<file path="config.mk">
export PLATFORM = sky130hd
export DESIGN_NAME = semaforo_controlador
export DESIGN_NICKNAME = d
export VERILOG_FILES = /design/src/rtl/semaforo_controlador.sv
export SDC_FILE = /design/constraint.sdc
export NUM_CORES = 1
export LEC_CHECK = 0
export CAP_MARGIN = 10
export CORE_ASPECT_RATIO = 0.9
export CORE_MARGIN = 8
export CORE_UTILIZATION = 45
export DETAILED_ROUTE_END_ITERATION = 10
export HOLD_SLACK_MARGIN = 0.06
export PLACE_DENSITY = 0.69
export SLEW_MARGIN = 20
export SYNTH_ARGS = -nofsm -noshare
export SYNTH_HDL_FRONTEND = slang
export SYNTH_SLANG_ARGS = --single-unit
</file>
<file path="constraint.sdc">
create_clock -name clk_2 -period 1.9 [get_ports clk_2]
set_input_delay 0.285 -clock clk_2 [delete_from_list [all_inputs] [get_ports clk_2]]
set_output_delay 0.285 -clock clk_2 [all_outputs]
set_load 0.02 [all_outputs]
</file>
<file path="src/rtl/semaforo_controlador.sv">
// Timed traffic-light sequencer (red/green/amber) with pedestrian shortening of green
// and a blinking-amber maintenance mode; every output is a register updated with the state.
module semaforo_controlador #(
    parameter int CNT_W      = 8,
    parameter int T_PARE     = 8,
    parameter int T_SIGA     = 10,
    parameter int T_SIGA_MIN = 4,
    parameter int T_ATENCAO  = 3,
    parameter int T_PISCA    = 2
) (
    input  logic             clk_2,
    input  logic             reset,
    input  logic             botao,
    input  logic             manut,
    output logic [2:0]       luz,
    output logic [7:0]       seg,
    output logic             pedido_pend,
    output logic [CNT_W-1:0] tempo_restante
);

    localparam logic [1:0] PARE    = 2'd0;
    localparam logic [1:0] SIGA    = 2'd1;
    localparam logic [1:0] ATENCAO = 2'd2;
    localparam logic [1:0] PISCA   = 2'd3;

    localparam logic [CNT_W-1:0] LD_PARE     = CNT_W'(T_PARE - 1);
    localparam logic [CNT_W-1:0] LD_SIGA     = CNT_W'(T_SIGA - 1);
    localparam logic [CNT_W-1:0] LD_ATENCAO  = CNT_W'(T_ATENCAO - 1);
    localparam logic [CNT_W-1:0] LD_PISCA    = CNT_W'(T_PISCA - 1);
    localparam logic [CNT_W-1:0] SIGA_LIMIAR = CNT_W'(T_SIGA - T_SIGA_MIN);
    localparam logic [CNT_W-1:0] CNT_ZERO    = '0;
    localparam logic [CNT_W-1:0] CNT_UM      = CNT_W'(1);

    localparam logic [7:0] SEG_P   = 8'h73;
    localparam logic [7:0] SEG_A   = 8'h77;
    localparam logic [7:0] SEG_S   = 8'h6D;
    localparam logic [7:0] SEG_OFF = 8'h00;

    logic [1:0]       estado_q, estado_d;
    logic [CNT_W-1:0] cnt_q, cnt_d;
    logic             fase_pisca_q, fase_pisca_d;
    logic             pedido_pend_q, pedido_pend_d;
    logic [2:0]       luz_q, luz_d;
    logic [7:0]       seg_q, seg_d;
    logic [CNT_W-1:0] tempo_q, tempo_d;

    // Every branch that reaches cnt==0 reloads, so the default decrement never wraps.
    always_comb begin
        estado_d     = estado_q;
        cnt_d        = cnt_q - CNT_UM;
        fase_pisca_d = fase_pisca_q;
        if (manut) begin
            if (estado_q != PISCA) begin
                estado_d     = PISCA;
                cnt_d        = LD_PISCA;
                fase_pisca_d = 1'b1;
            end else if (cnt_q == CNT_ZERO) begin
                cnt_d        = LD_PISCA;
                fase_pisca_d = ~fase_pisca_q;
            end
        end else begin
            case (estado_q)
                PARE: begin
                    if (cnt_q == CNT_ZERO) begin
                        estado_d = SIGA;
                        cnt_d    = LD_SIGA;
                    end
                end
                SIGA: begin
                    if ((cnt_q == CNT_ZERO) || (pedido_pend_q && (cnt_q <= SIGA_LIMIAR))) begin
                        estado_d = ATENCAO;
                        cnt_d    = LD_ATENCAO;
                    end
                end
                ATENCAO: begin
                    if (cnt_q == CNT_ZERO) begin
                        estado_d = PARE;
                        cnt_d    = LD_PARE;
                    end
                end
                default: begin
                    estado_d = PARE;
                    cnt_d    = LD_PARE;
                end
            endcase
        end
    end

    // Entering red clears the request even if botao is high on the same edge.
    always_comb begin
        pedido_pend_d = pedido_pend_q;
        if (botao && (estado_q != PARE)) begin
            pedido_pend_d = 1'b1;
        end
        if ((estado_d == PARE) && (estado_q != PARE)) begin
            pedido_pend_d = 1'b0;
        end
    end

    always_comb begin
        luz_d   = 3'b001;
        seg_d   = SEG_P;
        tempo_d = cnt_d;
        case (estado_d)
            SIGA: begin
                luz_d = 3'b100;
                seg_d = SEG_S;
            end
            ATENCAO: begin
                luz_d = 3'b010;
                seg_d = SEG_A;
            end
            PISCA: begin
                luz_d   = fase_pisca_d ? 3'b010 : 3'b000;
                seg_d   = fase_pisca_d ? SEG_A : SEG_OFF;
                tempo_d = CNT_ZERO;
            end
            default: begin
                luz_d = 3'b001;
                seg_d = SEG_P;
            end
        endcase
    end

    always_ff @(posedge clk_2 or posedge reset) begin
        if (reset) begin
            estado_q      <= PARE;
            cnt_q         <= LD_PARE;
            fase_pisca_q  <= 1'b0;
            pedido_pend_q <= 1'b0;
            luz_q         <= 3'b001;
            seg_q         <= SEG_P;
            tempo_q       <= LD_PARE;
        end else begin
            estado_q      <= estado_d;
            cnt_q         <= cnt_d;
            fase_pisca_q  <= fase_pisca_d;
            pedido_pend_q <= pedido_pend_d;
            luz_q         <= luz_d;
            seg_q         <= seg_d;
            tempo_q       <= tempo_d;
        end
    end

    assign luz            = luz_q;
    assign seg            = seg_q;
    assign pedido_pend    = pedido_pend_q;
    assign tempo_restante = tempo_q;

endmodule

</file>
[After elaboration in Yosys (flattened, before gate mapping)]
Cells that the tools add are included.
W data, S select, Z words.
Operators by class
  add/sub/neg operators: 1
  multipliers: 0
  div/mod/pow operators: 0
  magnitude comparators: 1
  eq/ne operators: 6
  shift-type cells: 0
  mux-type cells: 23
  bitwise gates (word level): 1
  reduce and logical (&&, ||, !) cells: 9
Operators by type and width (count)
  $mux W8: 7
  $pmux W8 S3: 1
  $pmux W7 S3: 1
  $mux W2: 6
  $pmux W3 S3: 1
  $le A8 B3 Y1 const B: 1
  $logic_not A8 Y1: 1
  $sub A8 B1 Y8 const B: 1
  $mux W7: 1
  $eq A2 B2 Y1 const B: 3
  $pmux W2 S3: 1
  $mux W1: 5
  $eq A2 B1 Y1 const B: 2
  $logic_not A2 Y1: 2
  $reduce_bool A2 Y1: 2
  $logic_and A1 B1 Y1: 3
  $ne A2 B2 Y1 const B: 1
  $logic_or A1 B1 Y1: 1
  $not A1 Y1: 1
Storage, ports and cells
  flip-flop bits (word level): 31
  bits in latches: 0
  memory bits (writable): 0
  bits in read-only memories: 0
  input port bits: 4
  output and inout port bits: 20
  word-level logic and storage cells: 48
  memories: 0

[Longest topological paths before layout]
  depth after elaboration: 9
  mapped depth: 6
  gate-level depth less buffers: 6

[Worst setup path before layout]
No wires, ideal clock.
  kind: register to register
  from: register cnt_q[0]
  to: register seg_q[3] (netlist: seg[3])
  library setup time: 0.066 ns
  arrival time: 1.699 ns
  required time: 1.834 ns
  path slack: 0.135 ns
  stages on the path, launching flop included: 7
  path buffers: 0
  clock period less this slack: 1.765 ns
  cells stage by stage: dfstp_2 inv_1 ha_1 nor3b_4 a21o_1 a311oi_2 and2_1
On the way
  longest elaborated chain between the ends: 8
  elaborated cells on any way between the ends: 13
  classes of those cells: order compare (1); eq/ne (3); mux (6); reduce/logical (3)
RTL lines
  from (decl): RTL line 40  | logic [CNT_W-1:0] cnt_q, cnt_d;
  from (signal assigned): RTL line 136  | cnt_q <= cnt_d;
  $le A8 B3 Y1: RTL line 70  | if ((cnt_q == CNT_ZERO) || (pedido_pend_q && (cnt_q <= SIGA_LIMIAR))) begin
  $logic_and A1 B1 Y1: RTL line 70
  $logic_or A1 B1 Y1: RTL line 70
  $mux W2: RTL line 70
  $pmux W2 S3 (*): RTL line 62  | case (estado_q)
  $mux W2 (*): RTL line 52  | if (manut) begin
  $eq A2 B2 Y1 / $eq A2 B1 Y1 (equally long branches): RTL line 104  | case (estado_d)
  $pmux W7 S3 (*): RTL line 104
  to (signal assigned): RTL line 140  | seg_q <= seg_d;
  to (decl): RTL line 44  | logic [7:0] seg_q, seg_d;
Mark *: on every way between the ends. The rest lies on a longest branch, timed or not.
A chain may end at the register's enable or synchronous reset.

[Worst setup path after layout]
  from: register cnt_q[0]
  to: register tempo_q[0] (netlist: tempo_restante[0])
On the way
  longest elaborated chain between the ends: 8
  elaborated cells on any way between the ends: 19
  classes of those cells: add/sub (1); order compare (1); eq/ne (1); mux (13); reduce/logical (3)
RTL lines
  $le A8 B3 Y1: RTL line 70
  $logic_and A1 B1 Y1: RTL line 70
  $logic_or A1 B1 Y1: RTL line 70
  $mux W2: RTL line 70
  $pmux W2 S3: RTL line 62
  $mux W2: RTL line 52
  $eq A2 B2 Y1: RTL line 104
  $mux W8 (*): RTL line 104
  named net tempo_d[0]: RTL line 45  | logic [CNT_W-1:0] tempo_q, tempo_d;
  to (signal assigned): RTL line 141  | tempo_q <= tempo_d;
  to (decl): RTL line 45
The timed path passes the listed nets; every way through them passes the cells marked *.

==> impl_metrics.csv <==
group,metric,value,unit
critical_path,cp.arrival,2.03,ns
synth,synth_most_common_cell,"nor2_1",
power,total_power,0.00328,W
global_routing,grt_pass1_vias,1151,
power,power_density,1840,nW/um^2
cells_and_area,fin_cells,214,
power,vdd_drop_max,0.927,mV
place,port-buffer-count,22,
route,viasPerCell,5.47,
synth,ys_seq_area_share,45.5,%
synth,async_flop_share,100,%
place,hpwl,2310,um
synth,ys_top_cells_by_count,"nor2_1, dfrtp_1, dfstp_2, nand2_1, a21oi_1",
cells_and_area,diodes,0,
place,dp_slack,0.0792,ns
min_path,holdCritPathClass,"in2async",
sta,fmax,563,MHz
critical_path,cp-start-kind,"flip-flop",
power,p_leak,0.737,nW
sta,fin_crit_sh,93.4,%
sta,fin_tns_setup,0,ns
synth,synth_area_leaders,"dfrtp_1, dfstp_2, nor2_1",
clocking,insertion_delay,0.31,ns
clocking,ctsHoldBuffers,0,
synth,syn_inst,146,
floorplanning,start_util,47.5,%
clocking,path_clk_slew,0.14,ns
critical_path,criticalPathCategory,"reg2reg",
clocking,root_buffer,"clkbuf_4",
critical_path,cp_data_required_time,2.16,ns
global_routing,grt_usage,12.0,%
sta,rsz0062_at_grt,"false",
clocking,cts_max_level,1,
floorplanning,core-area,3070,um^2
route,drtPass1Iterations,4,
synth,syn_area_per_cell,9.97,um^2
route,drt_iter0_drc,80,
clocking,cts_buffers,3,
global_routing,grt_pass1_wl,5540,um
synth,synth_top_area_cell,"dfrtp_1",
synth,netlist-cell-type-count,51,
synth,synth_seq_cells,26,
global_routing,grt_max_degree,27,
synth,synth_top_area_share,29.2,%
clocking,cts_tree,"built",
synth,synthFlopType,"dfrtp_1",
sta,skew,0.00572,ns
cells_and_area,fillCellCount,259,
sta,hold_violations,0,
place,place_inst,207,
synth,ys_warn_count,0,
clocking,cts.path.max_buffers,2,
sta,post-route-min-period,1.78,ns
route,vias,1170,
cells_and_area,nets,179,
critical_path,path_max_fanout,8,
clocking,clock_sinks,26,
synth,netlist_area,1460,um^2
synth,syn_nets,152,
synth,synth-edff-count,0,
sta,slew_violations,0,
cells_and_area,drive_above_1_share,23.8,%
floorplanning,floorplan.die.width,75.9,um
flow_run,max_cap_viol_count,0,
cells_and_area,syn_to_final_growth,22.4,%
outcome,status,"finished, final reports clean",
cells_and_area,multiInputGateArea,698,um^2
cells_and_area,seq_area,662,um^2
sta,report.final.setup_viol,0,
floorplanning,io_pins,24,
place,place.gp.congestion,0.859,
floorplanning,die_h,69.9,um
floorplanning,rows,19,
route,finalWirelength,3180,um
critical_path,crit_path_end_kind,"flip-flop",
route,ant_nets,0,
global_routing,grt-ovfl-total,0,
route,route.detailed.drc,0,
sta,layout_setup_ws,0.124,ns
floorplanning,die_area,5310,um^2
global_routing,antenna_found_initial,0,
route,wl_per_cell,14.8,um
-- through the flow --
| step | hold slack, ns | util [%] | area, um^2 |
|---|---|---|---|
| 3_3_place_gp | 0.566 | 56.0 | 1720 |
| 4_1_cts | 0.314 | 57.2 | 1750 |
| 2_1_floorplan | 0.318 | - | 1460 |
| 6_report | 0.303 | 58.1 | 1780 |
| 3_5_place_dp | 0.570 | 56.0 | 1720 |
| 5_1_grt | 0.323 | 58.1 | 1780 |
-- worst max-delay path: stages (launching register included) --
cell     delay [ns]
dfstp_2        0.39
inv_1          0.07
ha_2           0.20
nor3b_4        0.39
a21o_1         0.21
buf_4          0.14
a21oi_1        0.07
o31a_1         0.25
-- kinds of logic (layout without fill, tap and decap cells) --
| group | Yosys count | in the layout | synth area share (%) |
|---|---|---|---|
| other cells | 1 | 1 | 0.258 |
| buf+inv | 18 | 44 | 6.96 |
| simple gates | 51 | 51 | 21.1 |
| xor+xnor | 6 | 6 | 3.61 |
| fa+ha+maj | 2 | 2 | 1.72 |
| compound gates | 42 | 42 | 20.9 |
| flops | 26 | 26 | 45.5 |
-- worst paths after layout --
path / start / end / slack (ns) / cells after the start
setup / recovery: cnt_q[0] / tempo_restante[0] / 0.12 / 7
max in group asynchronous: reset / cnt_q[2] / 1.31 / 3
hold reg to reg: pedido_pend / pedido_pend / 0.60 / 2
hold / removal: reset / pedido_pend / 0.30 / 3
setup reg to reg: cnt_q[0] / tempo_restante[0] / 0.12 / 7
min in group clk_2: pedido_pend / pedido_pend / 0.60 / 2
-- timing repair --
action,in CTS,in global routing
resized for setup,0,2
buffers inserted,0,3
hold endpoints to repair,0,0
setup endpoints to repair,0,5
-- area by class of cell --
class	count	share of cell area, %
multi-input cells	102	39.2
flip-flops and latches	26	37.1
repair buffers	34	17.4
well taps	42	2.95
clock buffers	4	2.04
inverters	6	1.26
-- layout by cell type (no fill, tap or decap), drive strengths merged, types with 2 or more instances in the layout --
| master | n |
|---|---|
| a21o | 2 |
| a21oi | 8 |
| a221oi | 2 |
| a22oi | 4 |
| a31oi | 2 |
| and2 | 2 |
| buf | 12 |
| clkbuf | 4 |
| clkdlybuf4s50 | 22 |
| dfrtp | 17 |
| dfstp | 9 |
| ha | 2 |
| inv | 6 |
| nand2 | 9 |
| nand3 | 3 |
| nand4 | 3 |
| nor2 | 19 |
| nor2b | 2 |
| nor3 | 3 |
| nor4 | 3 |
| o211ai | 3 |
| o21a | 2 |
| o21ai | 9 |
| o31ai | 2 |
| or3b | 2 |
| or4 | 2 |
| xnor2 | 3 |
| xor2 | 3 |
-- registers in the layout (all words and copies together), names as in the netlist --
| register | flops |
|---|---|
| cnt_q | 8 |
| estado_q | 2 |
| fase_pisca_q | 1 |
| luz | 2 |
| pedido_pend | 1 |
| seg | 4 |
| tempo_restante | 8 |
-- layer usage --
| layer | wire [um] | vias to the layer above | track usage [%] |
|---|---|---|---|
| met2 | 1440 | 37 | 17.3 |
| met1 | 1530 | 561 | 16.4 |
| met3 | 173 | 4 | 3.71 |
| met5 | 0 | - | 0 |
| met4 | 34 | 0 | 3.91 |
| li1 | - | 568 | - |
-- where the power goes --
group | switching, W | total (W) | internal [W] | leakage, nW
Sequential | 0.000234 | 0.00105 | 0.000813 | 0.309
Clock | 0.000158 | 0.000275 | 0.000117 | 0.0210
Combinational | 0.00109 | 0.00196 | 0.000871 | 0.407
(Power assumes the default switching activity.)
